## config.mk

```make
export PLATFORM = sky130hd
export DESIGN_NAME = timer
export DESIGN_NICKNAME = d
export VERILOG_FILES = /design/src/rtl/timer_pkg.sv /design/src/rtl/timer_prescaler.sv /design/src/rtl/timer.sv
export SDC_FILE = /design/constraint.sdc
export NUM_CORES = 1
export LEC_CHECK = 0
export BUFFER_PORTS_ARGS = -buffer_cell sky130_fd_sc_hd__buf_4
export CAP_MARGIN = 20
export CORE_MARGIN = 10
export CORE_UTILIZATION = 60
export CTS_BUF_LIST = sky130_fd_sc_hd__clkbuf_4
export CTS_CLUSTER_DIAMETER = 120
export CTS_CLUSTER_SIZE = 20
export DETAILED_ROUTE_END_ITERATION = 8
export PLACE_DENSITY = 0.77
export SYNTH_ARGS = -nofsm -noshare
export SYNTH_HDL_FRONTEND = slang
export SYNTH_HIERARCHICAL = 1
export SYNTH_SLANG_ARGS = --single-unit
```

## constraint.sdc

```tcl
create_clock -name clk -period 2.85 [get_ports clk]
set_input_delay 0.285 -clock clk [delete_from_list [all_inputs] [get_ports clk]]
set_output_delay 0.285 -clock clk [all_outputs]
set_load 0.03 [all_outputs]
```

## src/rtl/timer_pkg.sv

```systemverilog
// Shared definitions for the memory-mapped timer/compare peripheral:
// register offsets, CTRL bit positions, reset constants and byte-lane merge.
package timer_pkg;

    typedef enum logic [1:0] {
        TIMER_CTRL     = 2'd0,
        TIMER_PRESCALE = 2'd1,
        TIMER_COUNT    = 2'd2,
        TIMER_COMPARE  = 2'd3
    } timer_reg_e;

    localparam int CTRL_EN   = 0;
    localparam int CTRL_IE   = 1;
    localparam int CTRL_AUTO = 2;
    localparam int CTRL_PEND = 8;

    localparam logic [31:0] COMPARE_RESET = 32'hFFFF_FFFF;

    // Replace only the bytes whose strobe is set.
    function automatic logic [31:0] byte_merge(input logic [31:0] old_val,
                                               input logic [31:0] new_val,
                                               input logic [3:0]  strobe);
        logic [31:0] merged;
        merged = old_val;
        for (int i = 0; i < 4; i++) begin
            if (strobe[i]) begin
                merged[8*i +: 8] = new_val[8*i +: 8];
            end
        end
        return merged;
    endfunction

endpackage

```

## src/rtl/timer_prescaler.sv

```systemverilog
// Prescaler: counts 0..reload and emits a one-cycle tick on reaching reload.
module timer_prescaler #(
    parameter int PRESCALE_WIDTH = 16
) (
    input  logic                      clk,
    input  logic                      rst,
    input  logic                      en,
    input  logic [PRESCALE_WIDTH-1:0] reload,
    input  logic                      load_clr,
    output logic                      tick
);

    logic [PRESCALE_WIDTH-1:0] pc_reg;

    // Tick follows the registered enable, so an EN-clear write still ticks in its own cycle.
    assign tick = en && (pc_reg == reload);

    always_ff @(posedge clk) begin
        if (rst || load_clr || !en || tick) begin
            pc_reg <= '0;
        end else begin
            pc_reg <= pc_reg + 1'b1;
        end
    end

endmodule

```

## src/rtl/timer.sv

```systemverilog
// 32-bit timer/compare peripheral on the picorv32 native bus: register file,
// single-cycle acknowledge handshake, compare match with sticky PEND and level IRQ.
module timer
    import timer_pkg::*;
#(
    parameter int PRESCALE_WIDTH = 16
) (
    input  logic        clk,
    input  logic        rst,
    input  logic        cs,
    input  logic [3:0]  we,
    input  logic [1:0]  addr,
    input  logic [31:0] din,
    output logic [31:0] dout,
    output logic        ready,
    output logic        irq
);

    logic        ready_reg;
    logic        irq_reg;
    logic [31:0] dout_reg;

    logic        en_reg;
    logic        ie_reg;
    logic        auto_reg;
    logic        pend_reg;
    logic [PRESCALE_WIDTH-1:0] prescale_reg;
    logic [31:0] count_reg;
    logic [31:0] compare_reg;

    timer_reg_e  reg_sel;
    logic        wr_commit;
    logic        wr_ctrl;
    logic        wr_prescale;
    logic        wr_count;
    logic        wr_compare;
    logic        pend_clr;
    logic        tick;
    logic        match;
    logic [31:0] ctrl_rd;
    logic [31:0] prescale_ext;
    logic [31:0] rd_data;
    logic [PRESCALE_WIDTH-1:0] prescale_next;

    assign reg_sel = timer_reg_e'(addr);

    // A write lands on the edge that ends the ready cycle, exactly once per transfer.
    assign wr_commit   = cs && ready_reg && (we != 4'b0000);
    assign wr_ctrl     = wr_commit && (reg_sel == TIMER_CTRL);
    assign wr_prescale = wr_commit && (reg_sel == TIMER_PRESCALE);
    assign wr_count    = wr_commit && (reg_sel == TIMER_COUNT);
    assign wr_compare  = wr_commit && (reg_sel == TIMER_COMPARE);
    assign pend_clr    = wr_ctrl && we[1] && din[CTRL_PEND];

    assign match        = (count_reg == compare_reg);
    assign prescale_ext = 32'(prescale_reg);

    genvar gi;
    generate
        for (gi = 0; gi < PRESCALE_WIDTH; gi++) begin : g_prescale_bit
            assign prescale_next[gi] = we[gi / 8] ? din[gi] : prescale_reg[gi];
        end
    endgenerate

    timer_prescaler #(
        .PRESCALE_WIDTH(PRESCALE_WIDTH)
    ) u_prescaler (
        .clk      (clk),
        .rst      (rst),
        .en       (en_reg),
        .reload   (prescale_reg),
        .load_clr (wr_prescale),
        .tick     (tick)
    );

    always_comb begin
        ctrl_rd            = '0;
        ctrl_rd[CTRL_EN]   = en_reg;
        ctrl_rd[CTRL_IE]   = ie_reg;
        ctrl_rd[CTRL_AUTO] = auto_reg;
        ctrl_rd[CTRL_PEND] = pend_reg;
    end

    always_comb begin
        rd_data = '0;
        case (reg_sel)
            TIMER_CTRL:     rd_data = ctrl_rd;
            TIMER_PRESCALE: rd_data = prescale_ext;
            TIMER_COUNT:    rd_data = count_reg;
            TIMER_COMPARE:  rd_data = compare_reg;
            default:        rd_data = '0;
        endcase
    end

    always_ff @(posedge clk) begin
        if (rst) begin
            ready_reg    <= 1'b0;
            dout_reg     <= '0;
            irq_reg      <= 1'b0;
            en_reg       <= 1'b0;
            ie_reg       <= 1'b0;
            auto_reg     <= 1'b0;
            pend_reg     <= 1'b0;
            prescale_reg <= '0;
            count_reg    <= '0;
            compare_reg  <= COMPARE_RESET;
        end else begin
            ready_reg <= cs && !ready_reg;
            // Capture read data when cs is first seen; outside the ready cycle dout is 0.
            dout_reg  <= (cs && !ready_reg) ? rd_data : '0;
            irq_reg   <= pend_reg && ie_reg;

            if (wr_ctrl && we[0]) begin
                en_reg   <= din[CTRL_EN];
                ie_reg   <= din[CTRL_IE];
                auto_reg <= din[CTRL_AUTO];
            end

            // A match on this tick wins over a simultaneous clear.
            if (tick && match) begin
                pend_reg <= 1'b1;
            end else if (pend_clr) begin
                pend_reg <= 1'b0;
            end

            if (wr_prescale) begin
                prescale_reg <= prescale_next;
            end

            if (wr_count) begin
                count_reg <= byte_merge(count_reg, din, we);
            end else if (tick) begin
                count_reg <= (match && auto_reg) ? 32'd0 : count_reg + 32'd1;
            end

            if (wr_compare) begin
                compare_reg <= byte_merge(compare_reg, din, we);
            end
        end
    end

    assign ready = ready_reg;
    assign dout  = dout_reg;
    assign irq   = irq_reg;

endmodule

```

# Word-level counts from Yosys, hierarchy flattened
# Cells that the tools add are included.
dict set report word_totals {
  register_bits 134
  output_inout_bits 34
  inputBits 41
  wordCells 74
}
dict set report classes {
  n_mux 10
  n_reduce_logical 34
  bitwise 1
  eq_ne 9
  addsub 2
}
# cell n
set ops {}
lappend ops {{$pmux 32 s4} 1}
lappend ops {{$mux 32} 3}
lappend ops {{$add 32x1->32 const B} 1}
lappend ops {{$eq 32x32->1} 1}
lappend ops {{$mux 8} 4}
lappend ops {{$reduce_and 2->1} 10}
lappend ops {{$add 16x1->16 const B} 1}
lappend ops {{$eq 16x16->1} 1}
lappend ops {{$logic_and 1x1->1} 14}
lappend ops {{$ne 2x2->1 const B} 4}
lappend ops {{$eq 2x2->1 const B} 2}
lappend ops {{$reduce_bool 2->1} 2}
lappend ops {{$reduce_bool 4->1} 1}
lappend ops {{$logic_or 1x1->1} 3}
lappend ops {{$eq 2x1->1 const B} 1}
lappend ops {{$logic_not 1->1} 2}
lappend ops {{$logic_not 2->1} 1}
lappend ops {{$mux 1} 2}
lappend ops {{$reduce_or 2->1} 1}
lappend ops {{$not 1->1} 1}

# Depth between registers and ports, before layout
# Gate-level depths: netlist (run 1).
dict set report logic_depth {
  depth_word 7
  mapped_depth 10
  mapped_depth_nobuf 9
}

# Hierarchy
# The synthesis (run 1) kept the hierarchy.
# module area_per_inst_um2 cells_per_inst n_inst seq_area_each_um2
set modules_own_cells {}
lappend modules_own_cells {timer 5958.2 683 1 2362.3}
lappend modules_own_cells {timer_prescaler 855.8 98 1 320.3}

# Least setup slack after synthesis (run 1)
# No wires, ideal clock.
dict set report synth_path {
  path_kind {register to register}
  from {register u_prescaler.pc_reg[12]}
  to {register count_reg[23]}
  path_slack_ns 0.525
  setup_ns 0.133
  arrival_ns 2.191
  synth_period_minus_slack_ns 2.325
  n_path_buf 2
  stages_incl_launch_ff 10
  t_required_ns 2.717
  path_cell_list {dfxtp_1 xor2_1 nor4_1 nand2_1 nor4_1 a21bo_2 buf_2 buf_2 o32ai_1 nor4_1}
}
dict set report synth_via {
  elab_chain_cells 4
}
# element line
set synth_rtl {}
lappend synth_rtl {{from (decl)} timer_prescaler.sv:13} ;# logic [PRESCALE_WIDTH-1:0] pc_reg;
lappend synth_rtl {{from (signal assigned)} timer_prescaler.sv:22} ;# pc_reg <= pc_reg + 1'b1;
lappend synth_rtl {{$eq 16x16->1} timer_prescaler.sv:16} ;# assign tick = en && (pc_reg == reload);
lappend synth_rtl {{$logic_and 1x1->1} timer_prescaler.sv:16}
lappend synth_rtl {{via tick} timer.sv:38} ;# logic tick;
lappend synth_rtl {{$reduce_bool 2->1 (no line)} n/a}
lappend synth_rtl {{$reduce_and 2->1 (no line)} n/a}
lappend synth_rtl {{to (signal assigned)} timer.sv:131} ;# count_reg <= byte_merge(count_reg, din, we);
lappend synth_rtl {{to (signal assigned)} timer.sv:133} ;# count_reg <= (match && auto_reg) ? 32'd0 : count_reg + 32'd1;
lappend synth_rtl {{to (decl)} timer.sv:28} ;# logic [31:0] count_reg;
# The timed path passes the listed nets, and every way through them passes these cells.
# A chain may end at the register's enable or synchronous reset.

# Worst setup path in the final report (run 1)
dict set report layout_path {
  from {register u_prescaler.pc_reg[12]}
  to {register count_reg[20]}
}
# Same word-level chain as after synthesis.

==> results.md, run 1 <==
Synth:
- Sorting the synthesized cells by area gives the leading types as sky130_fd_sc_hd__dfxtp_1 39%, sky130_fd_sc_hd__mux2i_1 7.9%, sky130_fd_sc_hd__xnor2_1 6.8%, sky130_fd_sc_hd__nor2_1 5.3%, sky130_fd_sc_hd__nand2_1 4.8%.
- By count the netlist is led by 134 x sky130_fd_sc_hd__dfxtp_1, 97 x sky130_fd_sc_hd__nor2_1, 87 x sky130_fd_sc_hd__nand2_1.
- The synthesized design contains 134 register bits.
- The proportion of synthesized chip area in sequential cells is 39.4%.
- Yosys mapped the design onto 60 distinct sky130hd cell types.
- The average instance area after synthesis is 8.72 sq um.
- The synthesized design devotes to its leading area cell type 39.4% of total area.
- Of all cell types, the one taking the most synthesized area is sky130_fd_sc_hd__dfxtp_1.
- The synthesized netlist occupies a cell area of 6810 sq um.
- The dominant register cell in the synthesized netlist is sky130_fd_sc_hd__dfxtp_1.
- Counting flops with a built-in enable in the synthesized netlist gives 0.
- Counting every instance in the synthesized netlist gives 781.
- The synthesized net count is 824.
- The Yosys step of the flow raised 6 warnings.
- The most used standard cell by instance count after synthesis is sky130_fd_sc_hd__dfxtp_1.
- The fraction of registers with async set/reset is 0%.

Timing:
- The fraction of the cycle the final worst path needs is 93.9%.
- Setup violations remaining at the end of the flow were counted as 0.
- Based on the critical path, the design can be clocked at up to 0.374 GHz.
- The setup skew after layout is 0.0184 ns.
- The final hold violation count is 0.
- The worst hold slack across all endpoints is 0.0796 ns.
- The number of pins with negative max-slew slack in the final report came to 0.
- Setup slack on the critical path of the routed design comes to 0.173 ns.
- The routed design could run at a clock period as short as 2.68 ns.
- Measured against its own limit, the worst slew margin works out to 40.7%.
- The worst-margin pin slew is 0.887 ns.

Detailed routing:
- The count of nets left with antenna violations once routing finished came out at 0.
- The starting DRC count in detailed routing is 772.
- After detailed routing, the average wire length per cell comes to 20.5 microns.
- The number of remaining DRC errors is 0.
- Summed over all layers, the routed wires come to 21.4 mm.
- The detailed-routing iteration count for the pre-antenna-repair pass is 6.
- The via total after detailed routing is 6518.
- After detailed routing, the number of vias per cell comes to 6.25.

Power and ir drop:
- The cell-internal power is 2.71 mW.
- The fraction of power consumed by combinational cells is 11.1%.
- The peak supply drop is 0.622 mV.
- Dividing total power by cell area gives a power density of 457 nW/um^2.
- The power spent charging and discharging nets is 1.02 mW.
- Total power for the finished layout comes to 3.74 mW.
- The total leakage power is 3.36 nW.
- The switching share of power is 27.4%.
- The part of the total power dissipated in the clock network is 36.8%.
- The fraction of power consumed by sequential logic is 52.1%.

Layout:
- Registers take 2680 sq um.
- The layout net count is 933.
- The area growth from synthesis to layout is 20.1%.
- The number of fill cells in the layout is 840.
- Cells fill 74.5% of the core in the end.
- In the final layout, the multi-input gates occupy 3840 sq um.
- The antenna diode instance count is 0.
- In the final layout, the share of cells above drive strength 1 is 19.3%.

Status:
- The run finished with clean final reports.

CTS:
- The number of buffers added for setup after CTS is 0.
- The clock latency on the worst-skew pair is 0.57 ns.
- In this run the clock root is driven by a sky130_fd_sc_hd__clkbuf_4.
- The number of sinks on the clock net is 134.
- The clock passes through at most 2 buffers.
- TritonCTS built the clock tree.
- The TritonCTS buffer count is 17.
- After clock tree synthesis, the clock-pin slew on the worst setup and hold paths is 0.12 ns.
- The H-tree was split into 4 levels.

Die:
- The floorplan core area is 11000 sq um.
- The number of core rows is 38.
- 75 I/O pins were placed.
- The die is 127 microns tall.
- The floorplan step defined a die boundary enclosing 16000 sq um.
- The overall die width is 127 microns.
- Once the floorplan was initialized, standard cells occupied 62.0% of the core.

Setup path:
- Of all nets on the critical path, the largest fanout is 14.
- By startpoint and endpoint, the worst setup path is classified as flop to flop.
- The flop-to-flop setup slack is 0.17 ns.
- The launch point of the worst reg-to-reg path is u_prescaler/pc_reg[12].
- Among all stages on the critical path, the largest delay is contributed by sky130_fd_sc_hd__dfxtp_1.
- The startpoint class of the critical path is a flop.
- The worst reg-to-reg path cell count is 9.
- The most frequent cell on the critical path is sky130_fd_sc_hd__nor4_1.
- The largest single stage delay on the critical path is 0.38 ns.
- The sort of element at the end of the critical path is a flop.
- The critical path goes through xor2_1, nor4_2, nand2_1, nor4_1, buf_4, a21bo_2, nor4_4, a311oi_1, nor4_1.
- The arrival time reported for the critical path endpoint is 3.16 ns.
- For the worst setup path, the data required time is 3.33 ns.
- The capturing point of the worst reg2reg path is count_reg[20].

Placement:
- The global placer's final weighted congestion is 0.952.
- The wire-length estimate of the detail-placed layout is 15.6 mm.
- In this run the tool buffered the top-level ports with 74 buffer cells.
- The post-placement worst setup slack is 0.218 ns.

Worst hold path:
- The startpoint identified for the worst hold timing path is we[0].
- The type of the worst min-delay path is input port to flop.
- The count of cells along the worst hold path is 3.
- For hold timing, the worst endpoint is compare_reg[0].

Global routing:
- Entering global routing, the biggest net connects 29 pins.
- The total overflow left after global routing is 0.
- The number of antenna violations at the first check in global routing was 0.
- The first global-routing pass estimated 33.4 mm of wire.
- The global routing usage summed across all routing layers is 25.8%.
- The number of global-route vias before repair is 6175.

Run:
- Max-cap violations in this run came to 0.
==> worst max-delay path by stage <==
stage	start	to	slack, ns	cells after the start
after floorplan	u_prescaler/pc_reg[12]	count_reg[23]	0.53	9
after global placement	u_prescaler/pc_reg[6]	count_reg[9]	0.32	10
after detailed placement	u_prescaler/pc_reg[12]	count_reg[20]	0.22	9
after CTS	u_prescaler/pc_reg[12]	count_reg[20]	0.16	9
after global routing	u_prescaler/pc_reg[12]	count_reg[20]	-0.02	9
final	u_prescaler/pc_reg[12]	count_reg[20]	0.17	9
==> cells in the final DEF (no fill, tap or decap), types with 7 or more instances in the layout <==
master and count:
sky130_fd_sc_hd__a211oi_1 7, sky130_fd_sc_hd__a21oi_1 20, sky130_fd_sc_hd__a221oi_1 8, sky130_fd_sc_hd__a22oi_1 16
sky130_fd_sc_hd__and3_1 12, sky130_fd_sc_hd__buf_4 107, sky130_fd_sc_hd__clkbuf_4 17, sky130_fd_sc_hd__dfxtp_1 134
sky130_fd_sc_hd__dlygate4sd3_1 33, sky130_fd_sc_hd__inv_1 13, sky130_fd_sc_hd__mux2_2 12, sky130_fd_sc_hd__mux2i_1 54
sky130_fd_sc_hd__nand2_1 87, sky130_fd_sc_hd__nand3_1 61, sky130_fd_sc_hd__nand4_1 23, sky130_fd_sc_hd__nor2_1 97
sky130_fd_sc_hd__nor3_1 13, sky130_fd_sc_hd__nor4_1 14, sky130_fd_sc_hd__o21ai_0 14, sky130_fd_sc_hd__xnor2_1 53
sky130_fd_sc_hd__xor2_1 13
==> power by group through the flow <==
stage                     logic, mW  clock network [mW]  registers (mW)
final                         0.415                1.37            1.95
after global routing          0.440                1.45            1.95
after CTS                     0.408                1.37            1.95
after detailed placement      0.370                   0            1.99
after global placement        0.363                   0            1.99
after floorplan               0.203                   0            2.00
==> layout make-up <==
cell class / count / share of cell area, %
Timing Repair Buffer: 140 / 13.9
Multi-Input combinational cell: 584 / 46.9
Sequential cell: 134 / 32.8
Clock inverter: 15 / 2.17
Tap cell: 140 / 2.14
Inverter: 13 / 0.596
Clock buffer: 17 / 1.56
==> critical path: cells and delay by family (launching register included) <==
family / cells / cell delay [ns]
buf+inv: 1 / 0.16
simple gates: 5 / 1.36
flops: 1 / 0.38
xor+xnor: 1 / 0.19
compound gates: 2 / 0.49
==> stage by stage <==
step | std cells | instance area, sq um | setup TNS, ns
3_3_place_gp | 978 | 7540 | 0
3_5_place_dp | 978 | 7540 | 0
5_1_grt | 1043 | 8180 | -0.0290
2_1_floorplan | 781 | 6810 | 0
6_report | 1043 | 8180 | 0
4_1_cts | 1043 | 8180 | 0
==> repair_timing <==
item                                    in CTS  in global routing
endpoints found under the hold margin       51                  0
resized for setup                            0                  1
endpoints found under the setup margin       0                  5
hold buffers                                33                  0
==> metal layers <==
| metal | wire length [microns] | track usage [%] | up-vias | share of wire [%] |
|---|---|---|---|---|
| li1 | - | - | 3025 | - |
| met1 | 9260 | 34.8 | 3080 | 43 |
| met2 | 9860 | 40.2 | 367 | 46 |
| met3 | 1890 | 6.41 | 46 | 8.8 |
| met4 | 397 | 6.97 | 0 | 1.9 |
| met5 | 0 | 0 | - | 0 |
==> logic make-up after synthesis <==
logic type               synth area share, %
AND/OR/NAND/NOR                         24.8
flip-flops                              39.4
AO/OA/AOI/OAI                           11.3
multiplexers                            11.2
XOR/XNOR                                8.48
buffers and inverters                   4.41
adder cells (fa/ha/maj)                0.367
No activity file was read; power rests on OpenSTA's default activity.
==> run 2: changes to the inputs <==
--- a/config.mk
+++ b/config.mk
@@ -5,9 +5,10 @@
 export SDC_FILE = /design/constraint.sdc
 export NUM_CORES = 1
 export LEC_CHECK = 0
+export ABC_AREA = 1
 export BUFFER_PORTS_ARGS = -buffer_cell sky130_fd_sc_hd__buf_4
 export CAP_MARGIN = 20
-export CORE_MARGIN = 10
+export CORE_MARGIN = 2
 export CORE_UTILIZATION = 60
 export CTS_BUF_LIST = sky130_fd_sc_hd__clkbuf_4
 export CTS_CLUSTER_DIAMETER = 120
==> run 2 against run 1 <==
  * Via count up 15%
  * Sequential share of layout area down 1.4 points
  * Area after synthesis up 6.7%
  * Clock power up 20%
  * First-iteration DRC count down 1.8%
  * Synthesized cell count up 39%
  * Wire length up 1.3%
  * Register-to-register slack better by 0.23 ns
  * Fmax up 9.6%
  * Clock skew up 0.0049 ns
  * Power up 4.2%
  * Sequential power about the same
  * Critical path type unchanged
==> results.md, run 2 <==
CTS:
- The root buffer cell is sky130_fd_sc_hd__clkbuf_4.
- The clock slew seen by the registers of the worst setup and hold paths was 0.13 ns (about the same).
- The maximum number of buffers from clock root to sink came to 2 (unchanged).
- The number of buffers added for setup after CTS is 0 (unchanged).
- The TritonCTS buffer count is 17 (unchanged).
- The H-tree depth reported by CTS is 4 (unchanged).
- TritonCTS built the clock tree.
- The clock latency on the worst-skew pair is 0.57 ns (about the same).
- The number of sinks on the clock net came to 134 (unchanged).
- The post-cts resize count is 0 (unchanged).
- The number of buffers inserted for hold repair after clock tree synthesis is 31 (-6.1%).

Status:
- The run finished with clean final reports.

Layout:
- The layout net count was 1216 (+30%).
- The library cell used most frequently in the layout, excluding fill and tap cells, is sky130_fd_sc_hd__nand2_1.
- The layout cell share with drive strength beyond 1 is 13.7% (-5.6 points).
- The layout-stage area growth over the synthesis result is 17.6%.
- Leaving out fill and tap cells, the most frequent cells in the layout are 264 x sky130_fd_sc_hd__nand2_1, 134 x sky130_fd_sc_hd__dfxtp_1, 130 x sky130_fd_sc_hd__inv_1.
- The antenna diode instance count is 0 (unchanged).
- The post-layout instance count excluding filler cells was 1333 (+28%).

Global routing:
- The number of antenna violations at the first check in global routing is 0 (unchanged).
- The largest net degree at the start of global routing came to 66 (+130%).
- The aggregate global routing overflow is 0 (unchanged).
- The number of global-route vias before repair is 6888 (+12%).
- The global routing usage summed across all routing layers is 34.3% (+8.4 points).
- The global-route wire length before repair was 34.9 mm (+4.3%).

Synth:
- The total of warnings raised by yosys is 6 (unchanged).
- Yosys attributes the largest share of cell area to sky130_fd_sc_hd__dfxtp_1 37%, sky130_fd_sc_hd__nand2_1 14%, sky130_fd_sc_hd__inv_1 6.7%, sky130_fd_sc_hd__o21ai_0 6.1%, sky130_fd_sc_hd__a21oi_1 5.7%.
- The proportion of synthesized chip area in sequential cells came to 36.9% (-2.5 points).
- The number of enable flip-flop cells after synthesis is 0 (unchanged).
- The synthesized net count is 1125 (+37%).
- The fraction of registers with async set/reset was 0% (unchanged).
- The post-synthesis instance area is 7270 sq um (+6.7%).
- The commonest cells after synthesis are 264 x sky130_fd_sc_hd__nand2_1, 134 x sky130_fd_sc_hd__dfxtp_1, 130 x sky130_fd_sc_hd__inv_1.
- The number of instances in the synthesized netlist is 1082 (+39%).
- The cell taking the most area after synthesis is sky130_fd_sc_hd__dfxtp_1.
- In the synthesized netlist the dominant register cell turns out to be sky130_fd_sc_hd__dfxtp_1.
- The post-synthesis register bit count is 134 (unchanged).
- The count of cell types in the netlist is 40 (-33%).
- The average instance area after synthesis is 6.72 sq um (-23%).
- The most used standard cell by instance count after synthesis is sky130_fd_sc_hd__nand2_1.
- The top cell type's share of synthesized area is 36.9% (-2.5 points).

Setup path:
- The startpoint class of the critical path is a flop.
- The highest cell delay on the worst timing path is 0.44 ns (+0.06 ns).
- The required time reported for the critical path endpoint is 3.35 ns (+0.02 ns).
- In this run the worst setup path begins at prescale_reg[9].
- The worst-path maximum fanout came to 36 (+22).
- The signal on the critical path passes through inv_1, nand2_1, nand2_1, nor3_1, nand3b_1, nor2_1, nand2_1, nor2_1, nand2_2, nand2_1, o21ai_0, a21oi_1.
- The worst register-to-register path begins at prescale_reg[9].
- On the critical path, the stage with the largest delay is an instance of sky130_fd_sc_hd__nand2_2.
- Among the stages of the critical path, the cell type that occurs most often is sky130_fd_sc_hd__nand2_1.
- The setup path with the least slack is of type flop to flop.
- The cell family contributing the most delay on the critical path is simple AND/OR/NAND/NOR gates.
- The arrival time reported for the critical path endpoint is 2.95 ns (-0.21 ns).
- The buffering stage count on the worst path with inverters included is 1 (unchanged).
- The worst setup path is captured at a flop.

Timing:
- The number of pins with negative max-slew slack in the final report is 0 (unchanged).
- The final period demand of the worst path is 2.44 ns (-0.235 ns).
- The worst-margin pin slew is 0.905 ns (+0.0181 ns).
- The relative max-transition margin is 39.6% (-1.1 points).
- The maximum achievable frequency is 0.409 GHz (+9.6%).
- The final hold violation count is 0 (unchanged).
- The setup skew after layout came to 0.0233 ns (+0.00488 ns).
- The final count of negative-setup-slack endpoints came to 0 (unchanged).
- The total negative setup slack was 0 ns (unchanged).
- Setup repair after global routing left no endpoint under its margin.
- The fraction of the cycle the final worst path needs came to 85.7% (-8.2 points).

Die:
- The die area was 13000 sq um (-19%).
- The number of core rows is 40 (+5.3%).
- The die outline height was 114 microns (-9.9%).
- The starting density of the core is 61.0% (-1.0 points).
- The overall die width is 114 microns (-9.9%).
- The top-level I/O count is 75 (unchanged).
- The floorplan core area is 11900 sq um (+8.5%).

Detailed routing:
- The detailed-routing iteration count for the pre-antenna-repair pass was 5 (-1).
- The post-route antenna net violation count is 0 (unchanged).
- The average routed wire per standard cell was 16.3 microns (-21%).
- The wire length reported by the detailed router was 21.7 mm (+1.3%).
- The number of remaining DRC errors was 0 (unchanged).
- The via total after detailed routing was 7489 (+15%).
- The via count normalized by instance count is 5.62 (-10%).
- The starting DRC count in detailed routing is 758 (-1.8%).

Power and ir drop:
- The total chip power is 3.89 mW (+4.2%).
- The power density over the cells was 455 nW/um^2 (-0.24%).
- The total leakage power was 3.69 nW (+9.9%).
- The peak supply drop came to 0.321 mV (-48%).

Worst hold path:
- In this run the most critical hold path is launched from we[0].
- The worst hold path belongs to the class input port to flop.

Placement:
- The global placer's final weighted congestion is 0.996 (+4.6%).
- The number of buffer cells added on primary ports is 74 (unchanged).
- The HPWL reported at the end of detailed placement is 15.5 mm (-0.31%).
- The placed cell count is 1270 (+30%).

Run:
- The number of maximum-capacitance violations is 0 (unchanged).
[run 2: changes by cell type in the layout (fill, tap and decap cells not counted), moves of 18 or more]
cell / change
sky130_fd_sc_hd__xnor2_1: -24
sky130_fd_sc_hd__o21ai_0: +75
sky130_fd_sc_hd__buf_4: -27
sky130_fd_sc_hd__nand4_1: -18
sky130_fd_sc_hd__a21oi_1: +63
sky130_fd_sc_hd__inv_1: +117
sky130_fd_sc_hd__mux2i_1: -54
sky130_fd_sc_hd__nand2_1: +177
[run 2: final cells by class]
class,count,area [sq um]
Fill cell,1044,3360
Clock inverter,15,250
Sequential cell,134,2680
Multi-Input combinational cell,770,3870
Timing Repair Buffer,111,911
Inverter,139,522
Clock buffer,17,128
Tap cell,147,184
[run 2: worst reg2reg max path, stage by stage, from the launching register on]
cell	delay (ns)
sky130_fd_sc_hd__dfxtp_1	0.38
sky130_fd_sc_hd__inv_1	0.06
sky130_fd_sc_hd__nand2_1	0.10
sky130_fd_sc_hd__nand2_1	0.08
sky130_fd_sc_hd__nor3_1	0.15
sky130_fd_sc_hd__nand3b_1	0.10
sky130_fd_sc_hd__nor2_1	0.09
sky130_fd_sc_hd__nand2_1	0.05
sky130_fd_sc_hd__nor2_1	0.20
sky130_fd_sc_hd__nand2_2	0.44
sky130_fd_sc_hd__nand2_1	0.41
sky130_fd_sc_hd__o21ai_0	0.13
sky130_fd_sc_hd__a21oi_1	0.17
[run 2: cell families (layout without fill, tap and decap cells)]
logic type | Yosys count | count (layout) | share of synthesized area (%)
xor gates and xnor gates | 57 | 57 | 6.87
AOI/OAI and AO/OA | 212 | 212 | 15.7
and+or+nand+nor | 499 | 499 | 30.4
DFF | 134 | 134 | 36.9
buffers and inverters | 178 | 282 | 9.81
adders and majority gates | 2 | 2 | 0.344
[run 2: power by group]
part           leakage [nW]  switching (mW)  internal [mW]
clock                 0.197           0.759          0.879
combinational          2.41           0.195          0.134
sequential             1.08          0.0256           1.90
[run 2: layer usage]
metal	GRT usage [%]	vias to the layer above	part of all wire [%]
met3	7.25	45	8.7
li1	-	3657	-
met5	0	-	0
met4	12.0	0	2.1
met1	49.6	3438	46
met2	50.6	349	43
[run 2: final timing paths]
kind	to	slack (ns)	depth (start not counted)
worst max-delay path	count_reg[12]	0.41	12
worst min-delay path	auto_reg	0.04	3
worst max register to register	count_reg[12]	0.41	12
worst min register to register	dout[21]	0.47	2
[run 2: through the flow]
stage | util, % | instance area (sq um) | setup slack [ns] | hold WS [ns]
3_5_place_dp | 66.0 | 7860 | 0.531 | 0.468
2_1_floorplan | - | 7270 | 1.24 | 0.385
4_1_cts | 71.8 | 8550 | 0.478 | 0.0195
6_report | 71.8 | 8550 | 0.408 | 0.0415
5_1_grt | 71.8 | 8550 | 0.200 | 0.0306
3_3_place_gp | 66.0 | 7860 | 0.654 | 0.463
